`src/rtl/shufflenetv2_udiv_seq.sv`:
```
// shufflenetv2_udiv_seq: sequential unsigned restoring divider.
// One operation in flight, valid/ready on both the operand and result sides.
// Divide-by-zero and quotient overflow are detected when the operands are
// accepted and complete without iterating. A normal divide produces one
// quotient bit per cycle, MSB first.
// Optional build macro: SHUFFLENETV2_UDIV_ROUND_EN rounds normal-path quotients
// to nearest. The remainder stays the floor remainder, and the quotient
// saturates with ovf set if the increment would wrap.
// DIVIDEND_W must equal DIVISOR_W + QUOT_W.
module shufflenetv2_udiv_seq #(
   parameter int DIVIDEND_W = 22,
   parameter int DIVISOR_W  = 10,
   parameter int QUOT_W     = 12
) (
   input  logic                  ap_clk,
   input  logic                  ap_rst_n,
   input  logic                  in_valid,
   output logic                  in_ready,
   input  logic [DIVIDEND_W-1:0] dividend,
   input  logic [DIVISOR_W-1:0]  divisor,
   output logic                  out_valid,
   input  logic                  out_ready,
   output logic [QUOT_W-1:0]     quotient,
   output logic [DIVISOR_W-1:0]  remainder,
   output logic                  ovf,
   output logic                  dz
);

   localparam int CNT_W = $clog2(QUOT_W);

   typedef enum logic [1:0] {
      ST_IDLE = 2'd0,
      ST_CALC = 2'd1,
      ST_DONE = 2'd2
   } state_t;

`ifdef SHUFFLENETV2_UDIV_ROUND_EN
   // Round to nearest. Returns {ovf, quotient}; all-ones saturates instead of wrapping.
   function automatic logic [QUOT_W:0] round_nearest(
      input logic [QUOT_W-1:0]    q,
      input logic [DIVISOR_W-1:0] r,
      input logic [DIVISOR_W-1:0] d
   );
      logic round_up;
      round_up = ({r, 1'b0} >= {1'b0, d});
      if (!round_up) begin
         round_nearest = {1'b0, q};
      end else if (&q) begin
         round_nearest = {1'b1, q};
      end else begin
         round_nearest = {1'b0, q + {{(QUOT_W-1){1'b0}}, 1'b1}};
      end
   endfunction
`endif

   state_t                 state_q, state_d;
   logic [DIVISOR_W:0]     rem_q, rem_d;     // partial remainder
   logic [QUOT_W-1:0]      shf_q, shf_d;     // dividend low bits out, quotient bits in
   logic [DIVISOR_W-1:0]   div_q, div_d;
   logic [CNT_W-1:0]       cnt_q, cnt_d;
   logic [QUOT_W-1:0]      quot_q, quot_d;
   logic [DIVISOR_W-1:0]   rmd_q, rmd_d;
   logic                   ovf_q, ovf_d;
   logic                   dz_q, dz_d;
   logic                   in_ready_q, in_ready_d;
   logic                   out_valid_q, out_valid_d;

   logic                   accept_s;
   logic [DIVISOR_W-1:0]   hi_s;
   logic [DIVISOR_W+1:0]   trial_s;
   logic                   ge_s;
   logic [DIVISOR_W:0]     diff_s;
   logic [DIVISOR_W:0]     rem_nxt_s;
   logic [QUOT_W-1:0]      shf_nxt_s;
   logic [QUOT_W-1:0]      fin_q_s;
   logic                   fin_ovf_s;

   assign accept_s = in_valid & in_ready_q;
   assign hi_s     = dividend[DIVIDEND_W-1:QUOT_W];

   // One restoring step: shift in the next dividend bit, then subtract if it fits.
   always_comb begin
      trial_s   = {rem_q, shf_q[QUOT_W-1]};
      ge_s      = (trial_s >= {2'b00, div_q});
      diff_s    = trial_s[DIVISOR_W:0] - {1'b0, div_q};
      rem_nxt_s = ge_s ? diff_s : trial_s[DIVISOR_W:0];
      shf_nxt_s = {shf_q[QUOT_W-2:0], ge_s};
`ifdef SHUFFLENETV2_UDIV_ROUND_EN
      {fin_ovf_s, fin_q_s} = round_nearest(shf_nxt_s, rem_nxt_s[DIVISOR_W-1:0], div_q);
`else
      fin_ovf_s = 1'b0;
      fin_q_s   = shf_nxt_s;
`endif
   end

   // Next-state and next-output logic for the IDLE/CALC/DONE controller.
   always_comb begin
      state_d     = state_q;
      rem_d       = rem_q;
      shf_d       = shf_q;
      div_d       = div_q;
      cnt_d       = cnt_q;
      quot_d      = quot_q;
      rmd_d       = rmd_q;
      ovf_d       = ovf_q;
      dz_d        = dz_q;
      in_ready_d  = in_ready_q;
      out_valid_d = out_valid_q;
      case (state_q)
         ST_IDLE: begin
            if (accept_s) begin
               in_ready_d = 1'b0;
               div_d      = divisor;
               if (divisor == {DIVISOR_W{1'b0}}) begin
                  state_d     = ST_DONE;
                  quot_d      = {QUOT_W{1'b1}};
                  rmd_d       = dividend[DIVISOR_W-1:0];
                  ovf_d       = 1'b0;
                  dz_d        = 1'b1;
                  out_valid_d = 1'b1;
               end else if (hi_s >= divisor) begin
                  state_d     = ST_DONE;
                  quot_d      = {QUOT_W{1'b1}};
                  rmd_d       = {DIVISOR_W{1'b0}};
                  ovf_d       = 1'b1;
                  dz_d        = 1'b0;
                  out_valid_d = 1'b1;
               end else begin
                  state_d = ST_CALC;
                  rem_d   = {1'b0, hi_s};
                  shf_d   = dividend[QUOT_W-1:0];
                  cnt_d   = {CNT_W{1'b0}};
               end
            end else begin
               state_d = ST_IDLE;
            end
         end
         ST_CALC: begin
            rem_d = rem_nxt_s;
            shf_d = shf_nxt_s;
            cnt_d = cnt_q + {{(CNT_W-1){1'b0}}, 1'b1};
            if (cnt_q == CNT_W'(QUOT_W-1)) begin
               state_d     = ST_DONE;
               quot_d      = fin_q_s;
               rmd_d       = rem_nxt_s[DIVISOR_W-1:0];
               ovf_d       = fin_ovf_s;
               dz_d        = 1'b0;
               out_valid_d = 1'b1;
            end else begin
               state_d = ST_CALC;
            end
         end
         ST_DONE: begin
            if (out_ready) begin
               state_d     = ST_IDLE;
               out_valid_d = 1'b0;
               in_ready_d  = 1'b1;
            end else begin
               state_d = ST_DONE;
            end
         end
         default: begin
            state_d     = ST_IDLE;
            out_valid_d = 1'b0;
            in_ready_d  = 1'b1;
         end
      endcase
   end

   // Controller state and all registered outputs; reset abandons any operation.
   always_ff @(posedge ap_clk) begin
      if (!ap_rst_n) begin
         state_q     <= ST_IDLE;
         rem_q       <= {(DIVISOR_W+1){1'b0}};
         shf_q       <= {QUOT_W{1'b0}};
         div_q       <= {DIVISOR_W{1'b0}};
         cnt_q       <= {CNT_W{1'b0}};
         quot_q      <= {QUOT_W{1'b0}};
         rmd_q       <= {DIVISOR_W{1'b0}};
         ovf_q       <= 1'b0;
         dz_q        <= 1'b0;
         in_ready_q  <= 1'b1;
         out_valid_q <= 1'b0;
      end else begin
         state_q     <= state_d;
         rem_q       <= rem_d;
         shf_q       <= shf_d;
         div_q       <= div_d;
         cnt_q       <= cnt_d;
         quot_q      <= quot_d;
         rmd_q       <= rmd_d;
         ovf_q       <= ovf_d;
         dz_q        <= dz_d;
         in_ready_q  <= in_ready_d;
         out_valid_q <= out_valid_d;
      end
   end

   assign in_ready  = in_ready_q;
   assign out_valid = out_valid_q;
   assign quotient  = quot_q;
   assign remainder = rmd_q;
   assign ovf       = ovf_q;
   assign dz        = dz_q;

endmodule

```
`config.mk`:
```
export PLATFORM = sky130hd
export DESIGN_NAME = shufflenetv2_udiv_seq
export DESIGN_NICKNAME = d
export VERILOG_FILES = /design/src/rtl/shufflenetv2_udiv_seq.sv
export SDC_FILE = /design/constraint.sdc
export NUM_CORES = 1
export LEC_CHECK = 0
export BUFFER_PORTS_ARGS = -buffer_cell sky130_fd_sc_hd__buf_2
export CORE_UTILIZATION = 50
export DETAILED_ROUTE_END_ITERATION = 16
export MAX_ROUTING_LAYER = met4
export PLACE_DENSITY = 0.72
export SKIP_CTS_REPAIR_TIMING = 1
export SLEW_MARGIN = 20
export SYNTH_ARGS = -nofsm -noshare
export SYNTH_HDL_FRONTEND = slang
export SYNTH_SLANG_ARGS = --single-unit
export TNS_END_PERCENT = 5
```
`constraint.sdc`:
```
create_clock -name ap_clk -period 3.6 [get_ports ap_clk]
set_input_delay 0.18 -clock ap_clk [delete_from_list [all_inputs] [get_ports ap_clk]]
set_output_delay 0.18 -clock ap_clk [all_outputs]
set_load 0.02 [all_outputs]
```
**Yosys cells after proc, flatten, opt, wreduce, memory -nomap -nowiden**

Cells that the tools add are included.

- Register bits after elaboration: 65
- Input bits: 36
- Output and inout bits: 26
- Word-level logic and storage cells: 80

- Add/sub/neg operators: 2
- Magnitude comparators: 2
- Equal/unequal tests: 9
- Muxes and demuxes: 46
- Bitwise logic cells: 2
- Reduce and logical (&&, ||, !) cells: 8

Operator list:

| kind | number |
|---|---|
| $mux 12 | 7 |
| $pmux 12 s2 | 2 |
| $mux 11 | 4 |
| $mux 10 | 4 |
| $pmux 11 s2 | 1 |
| $pmux 10 s2 | 1 |
| $mux 1 | 13 |
| $ge 12x10->1 | 1 |
| $mux 4 | 3 |
| $reduce_and 4->1 | 3 |
| $sub 11x10->11 | 1 |
| $ge 10x10->1 | 1 |
| $logic_not 10->1 | 1 |
| $mux 2 | 5 |
| $ne 2x2->1 const B | 5 |
| $pmux 4 s2 | 1 |
| $pmux 1 s3 | 2 |
| $pmux 2 s3 | 1 |
| $add 4x1->4 const B | 1 |
| $eq 4x4->1 const B | 1 |
| $pmux 1 s2 | 2 |
| $ne 3x3->1 const B | 1 |
| $reduce_and 3->1 | 1 |
| $eq 2x1->1 const B | 1 |
| 6 further kinds | 6 |

**Logic depth before layout (Yosys ltp)**

- Depth in word-level cells: 5
- Mapped depth: 10
- Depth with buffers taken out: 9

**Worst setup path after synthesis**

No wires, ideal clock.

- Path kind: reg2reg
- From: register shf_q[11]
- To: register rmd_q[5], in the netlist remainder[5]
- Library setup time: 119 ps
- Arrival time: 2376 ps
- Required time: 3481 ps
- Setup slack: 1105 ps
- Cell stages (with the launch flop): 10
- Path buffers: 0
- Period minus slack after synthesis: 2495 ps
- Path through: dfxtp_1 inv_1 ha_1 fa_1 nand2b_1 a21o_1 o311ai_2 nor2_1 o211a_1 o221a_2

- Longest elaborated chain between the ends: 4
- Elaborated cells between the ends (all ways): 5
- Those cells by class: 1 x add/sub; 1 x order compare; 3 x mux

Ends and longest elaborated chain:

| element | RTL line | source |
|---|---|---|
| from (decl) | 58 | `logic [QUOT_W-1:0] shf_q, shf_d;` |
| from (signal assigned) | 175 | `shf_q <= {QUOT_W{1'b0}};` |
| $sub 11x10->11 / $ge 12x10->1 (equally long branches) | 85, 84 |  |
| $mux 11 * | 86 | `rem_nxt_s = ge_s ? diff_s : trial_s[DIVISOR_W:0];` |
| $mux 10 * | 142 | `if (cnt_q == CNT_W'(QUOT_W-1)) begin` |
| $pmux 10 s2 * | 109 | `case (state_q)` |
| to (signal assigned) | 179 | `rmd_q <= {DIVISOR_W{1'b0}};` |
| to (signal assigned) | 191 | `rmd_q <= rmd_d;` |
| to (decl) | 62 | `logic [DIVISOR_W-1:0] rmd_q, rmd_d;` |

Mark *: on every way between the ends. The rest lies on a longest branch, timed or not. The select of a mux whose other input is x is not followed.
A chain may end at the register's enable or synchronous reset.

**Final worst setup path**

Same ends and word-level chain as after synthesis.

==> results.cfg <==
[run]
maxCapViolCount = 0

[sta]
period_share_pct = 80.0
fmax_ghz = 0.347
tns_ps = 0
finalSetupViolations = 0
relSlewSlack_pct = 42.5
fin_crit_ps = 2880
finalClockSkew_ps = 9.59
whs_ps = 97.7
hold_viol_final = 0
worstMarginPinSlew_ps = 856
rsz0062_at_grt = false
slew_violations = 0

[clock_tree]
cts_tree = yes
cts_sinks = 65
root_buffer = clkbuf_8
path_clk_slew_ps = 80
cts_buffer_depth = 2
htree_num_levels = 3
numCtsBuffers = 9
clk_latency_ps = 350

[synth]
synth_area_um2 = 3740
syn_inst = 458
async_reset_ff_share_pct = 0
synthMuxAreaShare_pct = 1.91
synth_edf_count = 0
synthTopCellsByCount = 68 x nand2_1, 65 x dfxtp_1, 42 x a21oi_1, 24 x nor2_1, 23 x inv_1
synth_xor_area_share_pct = 1.17
synth-compound-area-share_pct = 26.6
yosysTopAreaCell = dfxtp_1
ys.flop_type = dfxtp_1
syn_area_per_cell_um2 = 8.16
yosys.area_share.simple_pct = 22.1
ys_types = 61
yosysMostFrequentCell = nand2_1
synth_top_family_by_area = compound AO/OA/AOI/OAI gates
synth_fp_nets = 516
ys_warn_count = 0
synth-seq-area-share_pct = 34.8
synth-seq-cells = 65
synth_top_area_share_pct = 34.8
synthAdderAreaFrac_pct = 7.56
synth.area.top_cells = dfxtp_1 35%, ha_1 7.0%, nand2_1 6.8%

[global_route]
busiest_layer = met2
grt_util_met1_pct = 38.0
grt_pass1_wl_um = 16200
grt_use_total_pct = 28.2
grt_use_met2_pct = 42.1
grt-ovfl-total = 0
grt_max_degree = 34
use_met3_pct = 6.06
grt_pass1_vias = 3316
antenna_found_initial = 0

[power_and_ir_drop]
p_per_area_nw_per_um2 = 556
ir_drop_uv = 225
finalPower_mw = 2.38
power.leakage_nw = 1.87

[detailed_routing]
routed_via_density = 6.02
vias = 3679
wl_um = 10200
route.detailed.drc = 0
ant_nets = 0
wl_per_cell_um = 16.7
drtIter0Drc = 271
firstDrtPassIters = 6

[finish]
drive_gt1_share_pct = 19.7
fill_cells = 702
area_growth_pct = 14.5
nNetsFinal = 565
n_antenna_cell = 0

[status]
run_status = completed

[worst_setup_path]
crit_buf_inv = 1
cp.arrival_ps = 3120
cp_slowest_cell = o311ai_2
r2r_slack_ps = 720
cp_data_required_time_ps = 3840
startpoint_type = register
path_cells = inv_1, ha_1, fa_1, nand2b_1, a21o_1, o311ai_2, nor2_1, o211a_1, o221a_2
worstSetupPathType = reg -> reg
endpoint_kind = register
critPathMaxFanout = 8
max_stage_delay_ps = 570
crit_family = compound AO/OA/AOI/OAI gates

[die]
die_y_um = 88.5
dieArea_um2 = 7830
dieWidth_um = 88.5
ios = 62
core_um2 = 7250
initial_core_util_pct = 51.5
rows = 31

[worst_hold_path]
hold_path_class = in -> reg

[placed_design]
place_hpwl_um = 7390
io_buffer_count = 61
place_congestion = 0.876
area by class of cell:
class / count / area [um2] / area share [%]
well taps: 99 / 124 / 2.89
inverters: 23 / 86.3 / 2.02
repair buffers: 66 / 343 / 8.01
flip-flops and latches: 65 / 1300 / 30.4
clock inverters: 7 / 78.8 / 1.84
multi-input cells: 342 / 2220 / 52.0
clock buffers: 9 / 124 / 2.89
logic make-up after synthesis:
family / count (synthesis)
multiplexers: 7
AND/OR/NAND/NOR: 167
AO/OA/AOI/OAI: 141
buffers and inverters: 51
flip-flops: 65
adder cells (fa/ha/maj): 22
XOR/XNOR: 5
cell usage in the layout (no fill, tap or decap), drive strengths merged, types with 14 or more instances in the layout:
master and instances:
o21ai 22, inv 25, nand3 21, or3 14, ha 21, dfxtp 65
a21oi 42, a311oi 19, nor2 25, nand2 69, buf 66
through the flow:
stage               utilization (%)  instance area [um2]  instances  setup WS [ps]
detailed placement             56.2                 4080        595            760
CTS                            59.0                 4280        611            735
global placement               56.2                 4080        595            765
finish                         59.0                 4280        611            719
floorplan                         -                 3740        458           1110
global route                   59.0                 4280        611            559
tightest hold or removal path, stage by stage:
cell and delay [ps]:
buf_2 120, nand2_1 60, a21oi_1 50
final timing paths:
path | start | end | depth (start not counted)
setup / recovery | shf_q[11] | remainder[5] | 9
hold / removal | divisor[3] | div_q[3] | 3
setup reg to reg | shf_q[11] | remainder[5] | 9
hold reg to reg | div_q[7] | div_q[7] | 2
report_power, final:
group	internal [mW]	switching (mW)	leakage [nW]
Clock	0.326	0.316	0.0977
Combinational	0.322	0.557	1.24
Sequential	0.797	0.0607	0.533
layer usage:
| metal | wire, um | vias up |
|---|---|---|
| met5 | 0 | - |
| met4 | 129 | 0 |
| met3 | 711 | 14 |
| met2 | 4440 | 146 |
| met1 | 4950 | 1731 |
| li1 | - | 1788 |
flip-flops by register name (all words and copies together), names as in the netlist, 2 cells and up:
signal and count:
cnt_q 4, shf_q 12, rem_q 11, div_q 10, state_q 2, quotient 12, remainder 10
Power figures use the tool's default switching activity.
